### src/rtl/mc_control.sv
// Multicycle main controller: sequences fetch/decode/execute/memory/writeback and counts retirements.
// Optional MC_CTRL_ILLEGAL_TRAP_EN: unknown opcodes trap instead of retiring as NOPs.
module mc_control #(
   parameter int unsigned RET_W = 32
) (
   input  logic             clk,
   input  logic             rst_n,
   input  logic [5:0]       opcode,
   input  logic             mem_ready,
   output logic             iord,
   output logic             mem_write,
   output logic             ir_write,
   output logic             reg_dst,
   output logic             mem_to_reg,
   output logic             reg_write,
   output logic             alu_src_a,
   output logic [1:0]       alu_src_b,
   output logic [1:0]       alu_op,
   output logic [1:0]       pc_src,
   output logic             pc_write,
   output logic             branch,
   output logic [3:0]       state,
   output logic [RET_W-1:0] retired,
   output logic             illegal_op
);

   typedef enum logic [3:0] {
      StFetch    = 4'd0,
      StDecode   = 4'd1,
      StMemAdr   = 4'd2,
      StMemRead  = 4'd3,
      StMemWb    = 4'd4,
      StMemWrite = 4'd5,
      StExecute  = 4'd6,
      StAluWb    = 4'd7,
      StBranch   = 4'd8,
      StAddiEx   = 4'd9,
      StAddiWb   = 4'd10,
      StJump     = 4'd11,
      StTrap     = 4'd12
   } state_e;

   localparam logic [5:0] OpLw   = 6'b100011;
   localparam logic [5:0] OpSw   = 6'b101011;
   localparam logic [5:0] OpRtyp = 6'b000000;
   localparam logic [5:0] OpBeq  = 6'b000100;
   localparam logic [5:0] OpAddi = 6'b001000;
   localparam logic [5:0] OpJ    = 6'b000010;

   state_e           state_q, state_d;
   logic             retire;
   logic [RET_W-1:0] retired_q;

   always_comb begin
      state_d = state_q;
      retire  = 1'b0;
      case (state_q)
         StFetch:    if (mem_ready) state_d = StDecode;
         StDecode: begin
            case (opcode)
               OpLw, OpSw: state_d = StMemAdr;
               OpRtyp:     state_d = StExecute;
               OpBeq:      state_d = StBranch;
               OpAddi:     state_d = StAddiEx;
               OpJ:        state_d = StJump;
               default: begin
`ifdef MC_CTRL_ILLEGAL_TRAP_EN
                  state_d = StTrap;
`else
                  // Unknown opcode retires as a NOP.
                  state_d = StFetch;
                  retire  = 1'b1;
`endif
               end
            endcase
         end
         // opcode[3] separates sw from lw.
         StMemAdr:   state_d = opcode[3] ? StMemWrite : StMemRead;
         StMemRead:  if (mem_ready) state_d = StMemWb;
         StMemWrite: begin
            if (mem_ready) begin
               state_d = StFetch;
               retire  = 1'b1;
            end
         end
         StExecute:  state_d = StAluWb;
         StAddiEx:   state_d = StAddiWb;
         StMemWb, StAluWb, StBranch, StAddiWb, StJump: begin
            state_d = StFetch;
            retire  = 1'b1;
         end
         StTrap:     state_d = StTrap;
         default:    state_d = StFetch;
      endcase
   end

   always_ff @(posedge clk) begin
      if (!rst_n) begin
         state_q   <= StFetch;
         retired_q <= '0;
      end else begin
         state_q <= state_d;
         if (retire) retired_q <= retired_q + RET_W'(1);
      end
   end

`ifdef MC_CTRL_ILLEGAL_TRAP_EN
   logic illegal_q;

   always_ff @(posedge clk) begin
      if (!rst_n) begin
         illegal_q <= 1'b0;
      end else if (state_q == StDecode && state_d == StTrap) begin
         illegal_q <= 1'b1;
      end
   end

   assign illegal_op = illegal_q;
`else
   assign illegal_op = 1'b0;
`endif

   always_comb begin
      iord       = 1'b0;
      mem_write  = 1'b0;
      ir_write   = 1'b0;
      reg_dst    = 1'b0;
      mem_to_reg = 1'b0;
      reg_write  = 1'b0;
      alu_src_a  = 1'b0;
      alu_src_b  = 2'b00;
      alu_op     = 2'b00;
      pc_src     = 2'b00;
      pc_write   = 1'b0;
      branch     = 1'b0;
      case (state_q)
         StFetch: begin
            alu_src_b = 2'b01;
            ir_write  = mem_ready;
            pc_write  = mem_ready;
         end
         StDecode:   alu_src_b = 2'b11;
         StMemAdr: begin
            alu_src_a = 1'b1;
            alu_src_b = 2'b10;
         end
         StMemRead:  iord = 1'b1;
         StMemWb: begin
            mem_to_reg = 1'b1;
            reg_write  = 1'b1;
         end
         StMemWrite: begin
            iord      = 1'b1;
            mem_write = 1'b1;
         end
         StExecute: begin
            alu_src_a = 1'b1;
            alu_op    = 2'b10;
         end
         StAluWb: begin
            reg_dst   = 1'b1;
            reg_write = 1'b1;
         end
         StBranch: begin
            alu_src_a = 1'b1;
            alu_op    = 2'b01;
            pc_src    = 2'b01;
            branch    = 1'b1;
         end
         StAddiEx: begin
            alu_src_a = 1'b1;
            alu_src_b = 2'b10;
         end
         StAddiWb:   reg_write = 1'b1;
         StJump: begin
            pc_src   = 2'b10;
            pc_write = 1'b1;
         end
         default: ;
      endcase
   end

   assign state   = state_q;
   assign retired = retired_q;

endmodule

### config.mk
export PLATFORM = sky130hd
export DESIGN_NAME = mc_control
export DESIGN_NICKNAME = d
export VERILOG_FILES = /design/src/rtl/mc_control.sv
export SDC_FILE = /design/constraint.sdc
export NUM_CORES = 1
export LEC_CHECK = 0
export ABC_AREA = 1
export ABC_CLOCK_PERIOD_IN_PS = 1900
export CAP_MARGIN = 25
export CORE_ASPECT_RATIO = 1.2
export CORE_UTILIZATION = 25
export CTS_CLUSTER_DIAMETER = 40
export DETAILED_ROUTE_END_ITERATION = 6
export HOLD_SLACK_MARGIN = 0.02
export PLACE_DENSITY_LB_ADDON = 0.1
export SLEW_MARGIN = 20
export SYNTH_ARGS = -nofsm -noshare
export SYNTH_HDL_FRONTEND = slang
export SYNTH_SLANG_ARGS = --single-unit
### constraint.sdc
create_clock -name clk -period 1.9 [get_ports clk]
set_clock_uncertainty 0.05 [all_clocks]
set_input_delay 0.285 -clock clk [delete_from_list [all_inputs] [get_ports clk]]
set_output_delay 0.285 -clock clk [all_outputs]
set_load 0.005 [all_outputs]
# Word-level counts from Yosys, hierarchy flattened

Index checks and enable logic that the tools add are counted.

Register bits after elaboration: 36
Input port bits: 9
Output and inout port bits: 52

Add/subtract/negate cells: 1
Equality and inequality tests: 20
Mux-type cells: 21
Reductions and logical operators: 10

Operators with widths:

| cell                                           | number |
|---|---|
| adder 32 x 1 -> 32 bit (second input constant) | 1 |
| case mux 4 bit (8 select lines)                | 1 |
| == test 4 bit (second input constant)          | 5 |
| case mux 4 bit (5 select lines)                | 1 |
| == test 4 x 3 -> 1 bit (second input constant) | 4 |
| == test 6 bit (second input constant)          | 2 |
| 2-to-1 mux 4 bit                               | 3 |
| 2-to-1 mux 1 bit                               | 10 |
| == test 4 x 2 -> 1 bit (second input constant) | 2 |
| case mux 2 bit (2 select lines)                | 2 |
| == test 6 x 2 -> 1 bit (second input constant) | 1 |
| == test 6 x 3 -> 1 bit (second input constant) | 1 |
| == test 6 x 4 -> 1 bit (second input constant) | 1 |
| zero test 6 bit                                | 1 |
| != test 2 bit (second input constant)          | 3 |
| case mux 2 bit (3 select lines)                | 1 |
| OR reduction 2 bit                             | 3 |
| OR reduction 6 bit                             | 1 |
| OR reduction 5 bit                             | 1 |
| == test 4 x 1 -> 1 bit (second input constant) | 1 |
| zero test 4 bit                                | 1 |
| OR reduction 4 bit                             | 1 |
| 2-to-1 mux 3 bit                               | 1 |
| case mux 1 bit (3 select lines)                | 1 |
| 3 further kinds                                | 3 |

# Depth between registers and ports, before layout

Gate-level depths: netlist (run 1).

Word-level depth: 4
Gate-level depth with buffers: 10
Depth with buffers taken out: 10

# Worst setup path after synthesis (run 1)

No wires, ideal clock.

Path type: reg-to-reg
Start: register retired_q[0], in the netlist retired[0]
End: register retired_q[28], in the netlist retired[28]
Setup time: 132 ps
Arrival time: 1357 ps
Setup slack: 360 ps
Stages on the path, launching flop included: 11
Cell sequence: dfxtp_1 ha_1 nand2_1 nor2_2 inv_1 nor2_2 nand2_1 nand2_1 nand2_1 nand2_1 a21oi_1

Word-level cells in the longest chain between the ends: 1

Ends and longest elaborated chain:

| what                   | line | text |
|---|---|---|
| start, declared        | 52   | `logic [RET_W-1:0] retired_q;` |
| start signal, assigned | 103  | `if (retire) retired_q <= retired_q + RET_W'(1);` |
| adder 32 x 1 -> 32 bit | 103  |  |

No other way between the ends.
A chain may end at the register's enable or synchronous reset.

# Worst setup path after layout (run 1)

Start: register state_q[2], in the netlist state[2]
End: output pc_src[1]

Word-level cells in the longest chain between the ends: 2
Elaborated cells on any way between the ends: 3
Those cells by class: eq/ne (2); mux (1)

Ends and longest elaborated chain:

| what                                | line | text |
|---|---|---|
| start, declared                     | 50   | `state_e state_q, state_d;` |
| start signal, assigned              | 99   | `state_q <= StFetch;` |
| start signal, assigned              | 102  | `state_q <= state_d;` |
| == test 4 bit                       | 136  | `case (state_q)` |
| case mux 2 bit (2 select lines) (*) | 136  |  |
| end, declared                       | 19   | `output logic [1:0] pc_src,` |

Mark *: on every way between the ends. The rest lies on a longest branch, timed or not.

==> flow_summary.yaml, run 1 <==
synth:
  post_synth_instance_area_um2: 2619
  synthCells: 463
  synth.yosys.warnings: 0
  synthesis.area_per_instance_um2: 5.656
  synthDominantAreaCellType: "dfxtp_1"
  synth.yosys.seq_area_share: 0.2752
  synth_top_cells_by_area: "dfxtp_1 (28%), nand2_1 (23%), nor2_1 (11%), nand3_1 (9.9%), inv_1 (6.7%)"
  netlist-cell-type-count: 26
  postSynthNetCount: 473
  synth_seq_cells: 36
  synth_top_area_share: 0.2752
cts:
  ctsRootBufferMaster: "clkbuf_16"
  htreeDepth: 2
  clock_latency_ps: 280
  cts_tree: "built"
  cts.path.max_buffers: 2
  cts.reportedPaths.clkPinSlew_ps: 60
  clock_sinks: 36
  cts_inserted_buffers: 5
final_layout:
  stdcell_count: 668
  utilization: 0.3677
  final_common_cell: "nand2_1"
  syn_to_layout_area_delta_pct: 41.95
  fin_area_um2: 3717
  finalNetCount: 551
  insertedDiodeCount: 0
  layout-drive-gt1-share: 0.1236
  top_library_cells_by_usage_in_the_layout_fill_and_taps_aside: "nand2_1 (153), nor2_1 (69), nand3_1 (52), clkdlybuf4s50_1 (52), inv_1 (46)"
worst_setup_path:
  setup.worst_path.start: "state[2]"
  cp-start-kind: "register"
  reg2regPathDepth: 10
  timing.critical_path.required_ps: 1560
  r2r-start: "retired[0]"
  cp_max_fo: 5
  cp-end-kind: "output port"
  path_class: "register to output port"
  cp.arrival_ps: 1560
place:
  placedCellCount: 657
  post_dp_cell_area_um2: 3486
  gp_congestion: 0.8499
  place_worst_setup_slack_ps: 29.73
  io_buffer_count: 59
  detailed_place_hpwl_mm: 6.527
die:
  floorplan.initialDensity: 0.2590
  core.rowCount: 40
  die-area_um2: 10890
  std_cell_core_area_um2: 10110
  die_height_um: 114.1
  floorplan.die.width_um: 95.43
  num_io_pins: 61
timing:
  max_clock_freq_ghz: 0.5275
  timing_hold_violations_final: 0
  finalSetupViolations: 0
  finalWorstPathRequiredPeriod_ps: 1896
  post-route-period-util: 0.9978
  grt_setup_unrepaired: "true"
  slew_violations: 0
  finalWorstSetupSlack_ps: 4.146
min_path:
  hold_path_startpoint: "retired[31]"
  hold_depth: 2
  worstHoldPathType: "register to register"
power:
  static-leakage-power_nw: 1.457
  power_w: 0.001857
  pwr_density_cell_nw_per_um2: 499.5
  peakVddDrop_v: 0.0002441
global_routing:
  gr-usage-all-layers: 0.1634
  pin_count_of_the_biggest_net_entering_global_routing: 17
  grt_overflow_total: 0
  antenna_found_initial: 0
  first_pass_grt_wire_length_mm: 13.93
  number_of_global_route_vias_before_repair: 2966
drt:
  remaining_drc_errors: 0
  drt-vias-per-instance: 4.500
  detailroute.via_count: 3006
  routed_len_inst_um: 12.49
  firstDrtPassIters: 4
  detail_route.iter0.violations: 145
  final_antenna_net_count: 0
  wl_mm: 8.342
run:
  max_cap_viol_count: 0
outcome:
  status: "completed"
[power by group]
| part | leakage, nW | internal, W | total, W | switching [W] |
|---|---|---|---|---|
| logic | 1.09 | 0.000106 | 0.000247 | 0.000141 |
| clock network | 0.0712 | 0.000523 | 0.000840 | 0.000317 |
| registers | 0.293 | 0.000760 | 0.000769 | 0.00000920 |
[synthesized netlist by cell type]
cell,n
a21oi_1,34
a21oi_2,1
buf_2,6
buf_4,6
clkbuf_1,3
conb_1,1
dfxtp_1,36
ha_1,1
inv_1,47
inv_2,2
nand2_1,159
nand2_2,5
nand3_1,52
nand3b_1,2
nand4_1,2
nor2_1,76
nor2_2,5
nor2_4,2
o2111ai_1,1
o211ai_1,1
o21ai_0,5
o21ai_2,1
o21bai_1,1
o22ai_1,1
xnor2_1,3
xor2_1,10
[area by class of cell]
class / instances / area [um^2]
Tap cell: 126 / 157.7
Multi-Input combinational cell: 363 / 1670
Sequential cell: 36 / 735.7
Timing Repair Buffer: 86 / 820.8
Clock buffer: 8 / 146.4
Inverter: 49 / 186.4
Fill cell: 1123 / 6392
[registers in the layout, indices dropped and copies added, names as in the netlist]
signal and count:
retired 32, state 4
[cell families after synthesis]
logic type | Yosys count | share of synthesized area
adder cells (fa/ha/maj) | 1 | 0.004777
XOR/XNOR | 13 | 0.04348
other | 1 | 0.001432
AND/OR/NAND/NOR | 303 | 0.4792
AO/OA/AOI/OAI | 45 | 0.09269
flip-flops | 36 | 0.2752
buffers and inverters | 64 | 0.1032
[metrics by stage]
stage | setup TNS [ps] | hold slack (ps)
finish | 0 | 476.0
global route | -136.4 | 510.9
CTS | -126.9 | 479.3
detailed placement | 0 | 469.9
global placement | 0 | 461.4
floorplan | 0 | 332.6
[path summary, 6_finish.rpt]
path                            slack, ps     endpoint
worst min register to register        480  retired[31]
worst min-delay path                  480  retired[31]
worst max-delay path                    4    pc_src[1]
worst max register to register        260  retired[28]
[per-layer routing]
| layer | vias up | track usage | part of all wire |
|---|---|---|---|
| met4 | 0 | 0.04577 | 0.013 |
| li1 | 1601 | - | - |
| met5 | - | 0 | 0 |
| met1 | 1349 | 0.1949 | 0.45 |
| met3 | 9 | 0.01926 | 0.025 |
| met2 | 47 | 0.3019 | 0.51 |
[timing repair]
item | 4_1_cts | 5_1_grt
endpoints found under the setup margin | 14 | 10
pin swaps | 1 | 2
gates resized for setup | 19 | 13
hold buffers | 0 | 0
gates cloned | 0 | 0
buffers inserted | 2 | 1
[critical path, stage by stage (launching register included)]
cell,delay [ps]
dfxtp_4,360
inv_2,90
nand2_2,100
buf_4,150
nor2_1,80
clkdlybuf4s50_1,500
(Power assumes the default switching activity.)
==> inputs of run 2 (changes only) <==
- CAP_MARGIN: 25 -> unset
==> results of run 2 <==
The final DEF is identical to that of run 1; final timing and power are the same.
==> inputs of run 3 (changes only) <==
- SKIP_CTS_REPAIR_TIMING: unset -> 1
==> run 3 against run 2 <==
  * Wire length down 0.68%
  * Combinational power about the same
  * Non-clock buffer count shrank 2
  * Die area is the same
  * Hold slack is essentially flat
  * Clock power is essentially flat
  * Total power barely moved
  * Clock-buffer cell count stayed put
  * Critical path depth unchanged
  * Critical path type unchanged
  * Largest power group unchanged
==> flow_summary.yaml, run 3 (synthesis gave the netlist of run 1 again) <==
die:
  floorplan.die.width_um: 95.43
  die_height_um: 114.1
  num_io_pins: 61
  die-area_um2: 10890
  floorplan.initialDensity: 0.2590
  core.rowCount: 40
  std_cell_core_area_um2: 10110
worst_setup_path:
  cp_slowest_cell: "clkdlybuf4s50_1"
  cp-start-kind: "register"
  timing.critical_path.required_ps: 1560
  crit_buf_inv: 3
  cp-end-kind: "output port"
  path_class: "register to output port"
  cp_max_fo: 5
  critical-path-max-stage-delay_ps: 500
  cp.arrival_ps: 1520
  gate_family_responsible_for_the_most_delay_along_the_worst_path: "buffers and inverters"
  path_cells: "inv_4 > nand2_4 > buf_4 > nor2_1 > clkdlybuf4s50_1"
cts:
  cts.path.max_buffers: 2
  clock_latency_ps: 280
  htreeDepth: 2
  cts_inserted_buffers: 5
  cts_tree: "built"
  ctsRootBufferMaster: "clkbuf_16"
  cts.reportedPaths.clkPinSlew_ps: 60
  clock_sinks: 36
final_layout:
  finalNetCount: 549
  insertedDiodeCount: 0
  syn_to_layout_area_delta_pct: 42.71
  fillers: 1122
  layout-drive-gt1-share: 0.1222
  largest_register_ff_count: 32
  top_library_cells_by_usage_in_the_layout_fill_and_taps_aside: "nand2_1 (153), nor2_1 (69), nand3_1 (52), clkdlybuf4s50_1 (51), inv_1 (45)"
  stdcell_count: 666
  final_common_cell: "nand2_1"
timing:
  slew_violations: 0
  holdWs_ps: 476.3
  max_clock_freq_ghz: 0.5394
  timing_hold_violations_final: 0
  post-route-period-util: 0.9757
  finalWorstPathRequiredPeriod_ps: 1854
  finalSetupViolations: 0
run:
  max_cap_viol_count: 0
global_routing:
  pin_count_of_the_biggest_net_entering_global_routing: 17
  grt_overflow_total: 0
  number_of_global_route_vias_before_repair: 2952
  antenna_found_initial: 0
  gr-usage-all-layers: 0.1627
  first_pass_grt_wire_length_mm: 13.88
drt:
  routed_len_inst_um: 12.44
  remaining_drc_errors: 0
  final_antenna_net_count: 0
  detailroute.via_count: 2995
  drt-vias-per-instance: 4.497
  wl_mm: 8.285
  firstDrtPassIters: 5
  detail_route.iter0.violations: 133
place:
  placedCellCount: 657
  detailed_place_hpwl_mm: 6.527
  io_buffer_count: 59
  gp_congestion: 0.8499
power:
  power.net_switching_w: 0.0004662
  pwr_density_cell_nw_per_um2: 497.2
  internal_power_w: 0.001392
  switching_share: 0.2509
  power.share.combinational: 0.134
  p_clk_frac: 0.452
  sequentialPowerShare: 0.414
  peakVddDrop_v: 0.0002494
  static-leakage-power_nw: 1.515
min_path:
  worstHoldPathType: "register to register"
outcome:
  status: "completed"
-- run 3: cell count changes in the layout (fill, tap and decap cells not counted) --
cell             change
inv_1                -1
buf_4                -2
dlygate4sd2_1        -4
nand2_2              -1
clkdlybuf4s50_1      -1
nand2_4              +1
nor2_2               -2
dlymetal6s2s_1       +5
inv_4                +1
nor2_4               +2
-- run 3: power by group through the flow --
stage	logic [W]	clock network, W	registers [W]
6_report	0.000249	0.000839	0.000770
3_3_place_gp	0.000247	0	0.000788
4_1_cts	0.000249	0.000864	0.000771
5_1_grt	0.000276	0.000894	0.000771
3_5_place_dp	0.000249	0	0.000788
2_1_floorplan	0.000122	0	0.000790
-- run 3: path summary, 6_finish.rpt --
path | from | to | slack [ps] | cells after the start
setup reg to reg | retired[0] | retired[28] | 270 | 10
hold reg to reg | retired[31] | retired[31] | 480 | 2
setup / recovery | state[2] | pc_src[1] | 50 | 5
hold / removal | retired[31] | retired[31] | 480 | 2
-- run 3: cell type report --
cell class / count / area, um^2 / area share
Inverter: 49 / 188.9 / 0.05055
Timing Repair Buffer: 84 / 823.3 / 0.2203
Tap cell: 126 / 157.7 / 0.04218
Multi-Input combinational cell: 363 / 1685 / 0.4510
Clock buffer: 8 / 146.4 / 0.03917
Sequential cell: 36 / 735.7 / 0.1969
-- run 3: tightest hold or removal path, delay by kind of cell, from the launching register on --
family	cells	cell delay, ps
compound gates	1	60
flops	1	330
simple gates	1	90
-- run 3: through the flow --
step | area [um^2] | utilization | setup WS, ps | setup TNS [ps] | power (W)
finish | 3737 | 0.3697 | 46.19 | 0 | 0.001858
CTS | 3632 | 0.3593 | -261.9 | -1712 | 0.001885
floorplan | 2619 | - | 360.4 | 0 | 0.0009127
global placement | 3486 | 0.3448 | 37.34 | 0 | 0.001035
global route | 3737 | 0.3697 | -6.989 | -6.989 | 0.001941
detailed placement | 3486 | 0.3448 | 29.73 | 0 | 0.001036
-- run 3: metal layers --
layer  GRT usage  share of wire
met5           0              0
met4     0.04279          0.011
met3     0.01859          0.028
met2      0.3029           0.52
met1      0.1937           0.44
